[config.mk]
export PLATFORM = sky130hd
export DESIGN_NAME = signal_conflict_monitor_flat
export DESIGN_NICKNAME = d
export VERILOG_FILES = /design/src/rtl/traffic_pkg.sv /design/src/rtl/signal_conflict_monitor_if.sv /design/src/rtl/lamp_code_checker.sv /design/src/rtl/signal_conflict_monitor.sv /design/src/flat_wrapper.sv
export SDC_FILE = /design/constraint.sdc
export NUM_CORES = 1
export LEC_CHECK = 0
export BUFFER_PORTS_ARGS = -buffer_cell sky130_fd_sc_hd__clkbuf_2
export CORE_UTILIZATION = 30
export DETAILED_ROUTE_END_ITERATION = 10
export SLEW_MARGIN = 40
export SYNTH_ARGS = -nofsm -noshare
export SYNTH_HDL_FRONTEND = slang
export SYNTH_SLANG_ARGS = --single-unit
export TNS_END_PERCENT = 30
[constraint.sdc]
create_clock -name clk -period 1.79 [get_ports clk]
set_input_delay 0.179 -clock clk [delete_from_list [all_inputs] [get_ports clk]]
set_output_delay 0.179 -clock clk [all_outputs]
set_load 0.05 [all_outputs]
[src/rtl/traffic_pkg.sv]
// Shared definitions for the traffic light controller and its downstream conflict monitor.
package traffic_pkg;

  localparam int unsigned LAMP_W = 3;
  localparam int unsigned FC_W   = 3;

  typedef logic [LAMP_W-1:0] lamp_t;

  localparam lamp_t LAMP_OFF    = 3'b000;
  localparam lamp_t LAMP_GREEN  = 3'b001;
  localparam lamp_t LAMP_YELLOW = 3'b010;
  localparam lamp_t LAMP_RED    = 3'b100;

  typedef enum logic [1:0] {
    PASS    = 2'd0,
    SUSPECT = 2'd1,
    FLASH   = 2'd2,
    RECOVER = 2'd3
  } mode_e;

  localparam int unsigned FC_ILL = 0;
  localparam int unsigned FC_MG  = 1;
  localparam int unsigned FC_WD  = 2;

  typedef struct packed {
    lamp_t left;
    lamp_t right;
    lamp_t straight;
    lamp_t back;
  } lamp_set_t;

  localparam lamp_set_t LAMPS_ALL_RED = '{LAMP_RED, LAMP_RED, LAMP_RED, LAMP_RED};
  localparam lamp_set_t LAMPS_ALL_OFF = '{LAMP_OFF, LAMP_OFF, LAMP_OFF, LAMP_OFF};

  function automatic logic lamp_legal(input lamp_t code);
    return (code == LAMP_GREEN) || (code == LAMP_YELLOW) || (code == LAMP_RED);
  endfunction

endpackage

[src/rtl/signal_conflict_monitor_if.sv]
// Controller-to-monitor lamp bus: raw codes and clear in, driven lamps and status out.
interface signal_conflict_monitor_if;
  import traffic_pkg::*;

  lamp_t       light_path_left_in;
  lamp_t       light_path_right_in;
  lamp_t       light_straight_in;
  lamp_t       light_back_in;
  logic        fault_clr;
  lamp_t       lamp_left;
  lamp_t       lamp_right;
  lamp_t       lamp_straight;
  lamp_t       lamp_back;
  logic        fault;
  logic [FC_W-1:0] fault_code;
  logic [1:0]  mode;

  modport master (
    output light_path_left_in, light_path_right_in, light_straight_in, light_back_in, fault_clr,
    input  lamp_left, lamp_right, lamp_straight, lamp_back, fault, fault_code, mode
  );

  modport slave (
    input  light_path_left_in, light_path_right_in, light_straight_in, light_back_in, fault_clr,
    output lamp_left, lamp_right, lamp_straight, lamp_back, fault, fault_code, mode
  );

endinterface

[src/rtl/lamp_code_checker.sv]
// Combinational legality check of the four approach codes: non-one-hot and conflicting greens.
module lamp_code_checker
  import traffic_pkg::*;
(
  input  lamp_t i_left,
  input  lamp_t i_right,
  input  lamp_t i_straight,
  input  lamp_t i_back,
  output logic  o_ill,
  output logic  o_mg
);

  logic [3:0] w_green;

  assign o_ill = !lamp_legal(i_left) || !lamp_legal(i_right) ||
                 !lamp_legal(i_straight) || !lamp_legal(i_back);

  assign w_green = {i_left == LAMP_GREEN, i_right == LAMP_GREEN,
                    i_straight == LAMP_GREEN, i_back == LAMP_GREEN};

  // Any pair of greens is a conflict.
  assign o_mg = (w_green[0] & w_green[1]) | (w_green[0] & w_green[2]) |
                (w_green[0] & w_green[3]) | (w_green[1] & w_green[2]) |
                (w_green[1] & w_green[3]) | (w_green[2] & w_green[3]);

endmodule

[src/rtl/signal_conflict_monitor.sv]
// Safety stage between the traffic controller and the lamps: passes legal codes with one cycle
// of latency and latches a flashing-red failsafe on illegal codes, conflicting greens or a stall.
module signal_conflict_monitor
  import traffic_pkg::*;
#(
  parameter int unsigned PERSIST        = 2,
  parameter int unsigned WATCHDOG       = 64,
  parameter int unsigned FLASH_HALF     = 4,
  parameter int unsigned RECOVER_CYCLES = 8
) (
  input  logic                      clk,
  input  logic                      rst_n,
  signal_conflict_monitor_if.slave  bus
);

  localparam int unsigned PW = $clog2(PERSIST + 1);
  localparam int unsigned WW = $clog2(WATCHDOG);
  localparam int unsigned FW = $clog2(FLASH_HALF + 1);
  localparam int unsigned RW = $clog2(RECOVER_CYCLES + 1);

  localparam logic [PW-1:0] PERSIST_LAST = PW'(PERSIST - 1);
  localparam logic [WW-1:0] WD_MAX       = WW'(WATCHDOG - 1);
  localparam logic [FW-1:0] FLASH_LAST   = FW'(FLASH_HALF - 1);
  localparam logic [RW-1:0] RECOVER_LAST = RW'(RECOVER_CYCLES - 1);

  lamp_set_t       w_in;
  logic            w_ill;
  logic            w_mg;
  logic            w_wd;
  logic            w_in_same;
  logic [FC_W-1:0] w_raw_bits;
  logic            w_raw;
  logic            w_go_flash;
  logic            w_flash_wrap;
  logic            w_phase_nxt;

  mode_e           r_state;
  lamp_set_t       r_lamps;
  lamp_set_t       r_prev;
  logic            r_fault;
  logic [FC_W-1:0] r_code;
  logic [FC_W-1:0] r_pend;
  logic [PW-1:0]   r_pcnt;
  logic [WW-1:0]   r_wcnt;
  logic [FW-1:0]   r_fcnt;
  logic [RW-1:0]   r_rcnt;
  logic            r_phase;

  assign w_in = {bus.light_path_left_in, bus.light_path_right_in,
                 bus.light_straight_in, bus.light_back_in};

  lamp_code_checker u_checker (
    .i_left     (bus.light_path_left_in),
    .i_right    (bus.light_path_right_in),
    .i_straight (bus.light_straight_in),
    .i_back     (bus.light_back_in),
    .o_ill      (w_ill),
    .o_mg       (w_mg)
  );

  assign w_in_same = (w_in == r_prev);
  assign w_wd      = w_in_same && (r_wcnt == WD_MAX);

  always_comb begin
    w_raw_bits         = '0;
    w_raw_bits[FC_ILL] = w_ill;
    w_raw_bits[FC_MG]  = w_mg;
    w_raw_bits[FC_WD]  = w_wd;
  end

  assign w_raw = |w_raw_bits;

  // States that fall into FLASH this edge; FLASH itself stays put on a fault.
  always_comb begin
    w_go_flash = 1'b0;
    case (r_state)
      PASS:    w_go_flash = w_raw && (PERSIST == 1);
      SUSPECT: w_go_flash = w_raw && (r_pcnt == PERSIST_LAST);
      RECOVER: w_go_flash = w_raw;
      default: w_go_flash = 1'b0;
    endcase
  end

  assign w_flash_wrap = (r_fcnt == FLASH_LAST);
  assign w_phase_nxt  = w_flash_wrap ? ~r_phase : r_phase;

  // Stall watchdog: counts cycles of an unchanged input word, runs in every state.
  always_ff @(posedge clk or negedge rst_n) begin
    if (!rst_n) begin
      r_prev <= '0;
      r_wcnt <= '0;
    end else begin
      r_prev <= w_in;
      if (!w_in_same)
        r_wcnt <= '0;
      else if (r_wcnt != WD_MAX)
        r_wcnt <= r_wcnt + WW'(1);
    end
  end

  always_ff @(posedge clk or negedge rst_n) begin
    if (!rst_n) begin
      r_state <= RECOVER;
      r_lamps <= LAMPS_ALL_RED;
      r_fault <= 1'b0;
      r_code  <= '0;
      r_pend  <= '0;
      r_pcnt  <= '0;
      r_fcnt  <= '0;
      r_rcnt  <= '0;
      r_phase <= 1'b1;
    end else if (w_go_flash) begin
      r_state <= FLASH;
      r_fault <= 1'b1;
      r_code  <= r_pend | w_raw_bits;
      r_pend  <= '0;
      r_pcnt  <= '0;
      r_fcnt  <= '0;
      r_phase <= 1'b1;
      r_lamps <= LAMPS_ALL_RED;
    end else begin
      case (r_state)
        PASS: begin
          if (w_raw) begin
            r_state <= SUSPECT;
            r_pcnt  <= PW'(1);
            r_pend  <= w_raw_bits;
          end else begin
            r_lamps <= w_in;
          end
        end
        SUSPECT: begin
          if (w_raw) begin
            r_pcnt <= r_pcnt + PW'(1);
            r_pend <= r_pend | w_raw_bits;
          end else begin
            r_state <= PASS;
            r_pcnt  <= '0;
            r_pend  <= '0;
            r_lamps <= w_in;
          end
        end
        FLASH: begin
          // A clear only counts on a clean cycle; a coincident fault keeps the latch.
          if (!w_raw && bus.fault_clr) begin
            r_state <= RECOVER;
            r_fault <= 1'b0;
            r_code  <= '0;
            r_rcnt  <= '0;
            r_lamps <= LAMPS_ALL_RED;
          end else begin
            r_fcnt  <= w_flash_wrap ? '0 : r_fcnt + FW'(1);
            r_phase <= w_phase_nxt;
            r_lamps <= w_phase_nxt ? LAMPS_ALL_RED : LAMPS_ALL_OFF;
          end
        end
        RECOVER: begin
          if (r_rcnt == RECOVER_LAST) begin
            r_state <= PASS;
            r_rcnt  <= '0;
            r_lamps <= w_in;
          end else begin
            r_rcnt <= r_rcnt + RW'(1);
          end
        end
        default: r_state <= RECOVER;
      endcase
    end
  end

  assign bus.lamp_left     = r_lamps.left;
  assign bus.lamp_right    = r_lamps.right;
  assign bus.lamp_straight = r_lamps.straight;
  assign bus.lamp_back     = r_lamps.back;
  assign bus.fault         = r_fault;
  assign bus.fault_code    = r_code;
  assign bus.mode          = r_state;

endmodule

[src/flat_wrapper.sv]
// flat-port wrapper written by rule: the top's interface ports become plain ports
module signal_conflict_monitor_flat import traffic_pkg::*;
#(
  parameter int unsigned PERSIST        = 2,
  parameter int unsigned WATCHDOG       = 64,
  parameter int unsigned FLASH_HALF     = 4,
  parameter int unsigned RECOVER_CYCLES = 8
)
  (clk, rst_n, bus_light_path_left_in, bus_light_path_right_in, bus_light_straight_in, bus_light_back_in, bus_fault_clr, bus_lamp_left, bus_lamp_right, bus_lamp_straight, bus_lamp_back, bus_fault, bus_fault_code, bus_mode);
  signal_conflict_monitor_if bus_i ();
  input  logic clk;
  input  logic rst_n;
  input wire logic [$bits(bus_i.light_path_left_in)-1:0] bus_light_path_left_in;
  input wire logic [$bits(bus_i.light_path_right_in)-1:0] bus_light_path_right_in;
  input wire logic [$bits(bus_i.light_straight_in)-1:0] bus_light_straight_in;
  input wire logic [$bits(bus_i.light_back_in)-1:0] bus_light_back_in;
  input wire logic [$bits(bus_i.fault_clr)-1:0] bus_fault_clr;
  output wire logic [$bits(bus_i.lamp_left)-1:0] bus_lamp_left;
  output wire logic [$bits(bus_i.lamp_right)-1:0] bus_lamp_right;
  output wire logic [$bits(bus_i.lamp_straight)-1:0] bus_lamp_straight;
  output wire logic [$bits(bus_i.lamp_back)-1:0] bus_lamp_back;
  output wire logic [$bits(bus_i.fault)-1:0] bus_fault;
  output wire logic [$bits(bus_i.fault_code)-1:0] bus_fault_code;
  output wire logic [$bits(bus_i.mode)-1:0] bus_mode;
  assign bus_i.light_path_left_in = bus_light_path_left_in;
  assign bus_i.light_path_right_in = bus_light_path_right_in;
  assign bus_i.light_straight_in = bus_light_straight_in;
  assign bus_i.light_back_in = bus_light_back_in;
  assign bus_i.fault_clr = bus_fault_clr;
  assign bus_lamp_left = bus_i.lamp_left;
  assign bus_lamp_right = bus_i.lamp_right;
  assign bus_lamp_straight = bus_i.lamp_straight;
  assign bus_lamp_back = bus_i.lamp_back;
  assign bus_fault = bus_i.fault;
  assign bus_fault_code = bus_i.fault_code;
  assign bus_mode = bus_i.mode;
  signal_conflict_monitor #(.PERSIST(PERSIST), .WATCHDOG(WATCHDOG), .FLASH_HALF(FLASH_HALF), .RECOVER_CYCLES(RECOVER_CYCLES)) u_core (.clk(clk), .rst_n(rst_n), .bus(bus_i));
endmodule
==> results.yml <==
synthesis:
  synth_edf_count: 0
  synth-seq-area-share_pct: 47.5
  synth_warnings: 0
  synthFlopType: "dfrtp_1"
  synth_area_per_cell_um2: 11.0
  synthCells: 237
  synth_cell_types: 58
  syn_nets: 256
  synth_seq_cells: 49
  syn_area_mm2: 0.00260
  synth-async-reset-ratio_pct: 100
cts:
  root_buffer: "clkbuf_8"
  clock-sinks: 49
  clkLatencyLatePin_ps: 310
  clk_pin_slew_worst_paths_ps: 90
  htree_levels: 2
  cts_inserted_buffers: 5
  tritoncts: "yes"
  clock_path_buffers: 2
setup_path:
  crit_end: "u_core.r_pend[0]"
  slowest_delay_ps: 410
  worst_setup_path_end_kind: "flop"
  rr_worst_depth: 7
  ff2ff_setup_slack_ps: -190
  crit_start: "u_core.r_prev[11]"
  critPathSlowestCell: "dfrtp_1"
  path_class: "flop to flop"
  crit_family: "simple AND/OR/NAND/NOR gates"
  path_max_fanout: 5
  cp.required_ps: 1990
  cp-start-kind: "flop"
  timing.rr.start: "u_core.r_prev[11]"
  arrival_ps: 2190
  regToRegEndpoint: "u_core.r_pend[0]"
  cp.depth: 7
  worstPathCellList: "xor2_2, nor4_4, nand4bb_4, buf_4, a211oi_2, nor3_1, a22o_1"
  critPathBufInv: 1
routing:
  vias_per_cell: 5.13
  drc_errors: 0
  wl_per_cell_um: 15.0
  first_pass_iters: 4
  vias: 2230
  ant_nets: 0
  finalWirelength_mm: 6.52
  drt-initial-drc-count: 120
timing:
  finalHoldViolCount: 0
  slew_headroom_pct: 66.9
  post-route-period-util_pct: 111
  setup_viol: 29
  tightest_slew_ps: 496
  rsz0062_at_grt: "true"
  min_period_ps: 1980
  maxSlewViolCount: 0
  setup_slack_ps: -195
  fmax_mhz: 504
  fin_skew_ps: 7.80
power_and_ir_drop:
  power_leakage_uw: 0.00160
  cellPowerDensity_mw_per_mm2: 1350
  peakVddDrop_mv: 0.843
final_layout:
  largest_register_ffs: 12
  syn2layout_area_growth_pct: 35.6
  seqCellArea_mm2: 0.00123
  antennaDiodeCount: 0
  fin_nets: 348
  top_regs: "u_core.r_prev (12), u_core.r_wcnt (6), u_core.r_rcnt (4)"
  finish.utilization_pct: 42.5
  nFillCells: 777
  multi_input_area_mm2: 0.00138
  layout.cells.non_filler: 435
  drive_above_1_share_pct: 40.9
  top_register: "u_core.r_prev"
placement:
  port_buffers: 32
  gp_congestion: 0.788
  placedCellCount: 423
  hpwl_mm: 4.86
worst_hold_path:
  holdPathStages: 1
  hp-class: "primary input to flop"
floorplan:
  initial_core_util_pct: 31.4
  dieArea_mm2: 0.00905
  rows: 33
  fp.dieW_um: 95.1
  boundaryPins: 33
  coreArea_mm2: 0.00830
  die_h_um: 95.1
grt:
  grt_use_total_pct: 15.7
  first_global_vias: 2149
  grt_remaining_overflow: 0
  antenna_found_initial: 0
  grt_first_pass_wirelength_mm: 10.7
  grt_start_max_net_pins: 33
status:
  violations: "negative setup slack"
  status: "finished, violations left"
job:
  cap_violations: 0
==> worst reg2reg max path, delay by kind of cell, from the launching register on <==
kind / cells / cell delay, ps
AOI/OAI and AO/OA: 2 / 440
xor gates and xnor gates: 1 / 160
DFF: 1 / 410
buffers and inverters: 1 / 200
and+or+nand+nor: 3 / 660
==> cells by family (layout without fill, tap and decap cells) <==
family / after synthesis / after routing / synth area share (%)
flip-flops: 49 / 49 / 47.5
AND/OR/NAND/NOR: 72 / 72 / 17.0
AO/OA/AOI/OAI: 76 / 76 / 23.1
XOR/XNOR: 16 / 16 / 5.38
buffers and inverters: 14 / 107 / 2.84
adder cells (fa/ha/maj): 6 / 6 / 2.69
multiplexers: 4 / 4 / 1.54
==> metrics by stage <==
stage / total power [uW] / setup TNS (ps) / setup slack, ps / area (um^2) / hold WS [ps]
after floorplan: 3210 / -3790 / -294 / 2620 / -117
after global placement: 3880 / -8040 / -335 / 3290 / 165
after detailed placement: 3920 / -9040 / -379 / 3290 / 162
after CTS: 4710 / -4270 / -206 / 3440 / 59.1
after global routing: 5060 / -7550 / -317 / 3530 / 62.2
final: 4770 / -3770 / -195 / 3530 / 76.6
==> power breakdown <==
part / switching [uW] / internal, uW / total (uW) / leakage (uW)
combinational: 1550 / 929 / 2480 / 0.000932
sequential: 157 / 1400 / 1560 / 0.000609
clock: 379 / 350 / 729 / 0.0000542
total: 2090 / 2680 / 4770 / 0.00160
==> layer usage <==
| layer | global-route usage, % | routed length, um |
|---|---|---|
| met1 | 20.8 | 3100 |
| met2 | 25.8 | 3090 |
| met3 | 2.63 | 250 |
| met4 | 5.18 | 80 |
| met5 | 0 | 0 |
==> layout make-up <==
type	count	share of cell area, %
clock buffer	7	2.73
clock inverter	1	0.142
inverter	6	0.638
multi-input combinational	174	39.2
sequential	49	35.0
tap	105	3.72
timing repair buffer	93	18.6
==> synth_stat cells, types with 3 or more instances <==
cell,number,area [um^2]
nor2_1,17,63.8
o21ai_0,10,50.1
nor3b_1,6,45.0
inv_1,6,22.5
or3_1,6,37.5
nor3_1,5,25.0
a41o_1,8,80.1
a31o_1,3,26.3
nand3_1,8,40.0
o21ai_1,6,30.0
nand4_1,4,25.0
nand2_1,10,37.5
dfrtp_1,42,1050
a21boi_0,3,22.5
a22oi_1,3,22.5
and3_1,3,18.8
dfstp_2,7,184
a21boi_1,6,45.0
a21oi_1,9,45.0
a211oi_1,4,30.0
ha_1,4,50.1
xor2_1,5,43.8
xnor2_1,11,96.3
mux2i_1,4,40.0
a31oi_1,6,37.5
==> layout by cell type, fill, tap and decap left out, types with 2 or more instances in the layout <==
| cell | synthesis | final |
|---|---|---|
| a211oi_1 | 4 | 2 |
| a211oi_2 | 0 | 2 |
| a21boi_0 | 3 | 3 |
| a21boi_1 | 6 | 6 |
| a21oi_1 | 9 | 9 |
| a22o_1 | 2 | 2 |
| a22oi_1 | 3 | 3 |
| a311oi_2 | 0 | 2 |
| a31o_1 | 3 | 3 |
| a31oi_1 | 6 | 6 |
| a32o_1 | 2 | 2 |
| a41o_1 | 8 | 8 |
| and3_4 | 0 | 2 |
| buf_4 | 1 | 53 |
| buf_6 | 2 | 6 |
| clkbuf_2 | 0 | 32 |
| clkbuf_8 | 0 | 7 |
| dfrtp_1 | 42 | 42 |
| dfstp_2 | 7 | 7 |
| ha_1 | 4 | 4 |
| inv_1 | 6 | 6 |
| maj3_1 | 2 | 2 |
| mux2i_1 | 4 | 4 |
| nand2_1 | 10 | 9 |
| nand3_1 | 8 | 6 |
| nand3_2 | 1 | 3 |
| nand4_1 | 4 | 4 |
| nor2_1 | 17 | 17 |
| nor2b_1 | 2 | 2 |
| nor3_1 | 5 | 5 |
| nor3b_1 | 6 | 6 |
| o21ai_0 | 10 | 10 |
| o21ai_1 | 6 | 6 |
| o31ai_4 | 1 | 2 |
| or3_1 | 6 | 6 |
| xnor2_1 | 11 | 10 |
| xor2_1 | 5 | 4 |
==> worst min-delay path by stage <==
stage	slack, ps	from	end
after CTS	60	bus_light_back_in[0]	u_core.r_prev[0]
after global placement	170	rst_n	u_core.r_wcnt[4]
final	80	bus_light_back_in[0]	u_core.r_prev[0]
after detailed placement	160	rst_n	u_core.r_wcnt[4]
after floorplan	-120	rst_n	u_core.bus.fault
after global routing	60	bus_light_back_in[0]	u_core.r_prev[0]
==> timing repair <==
action / CTS / global route
gates resized for setup: 7 / 13
hold endpoints to repair: 17 / 0
hold buffers: 1 / 0
pin swaps: 6 / 8
cloned: 0 / 0
endpoints found under the setup margin: 29 / 31
setup buffers: 1 / 3
Note: power is estimated with default switching activity, not from simulation.
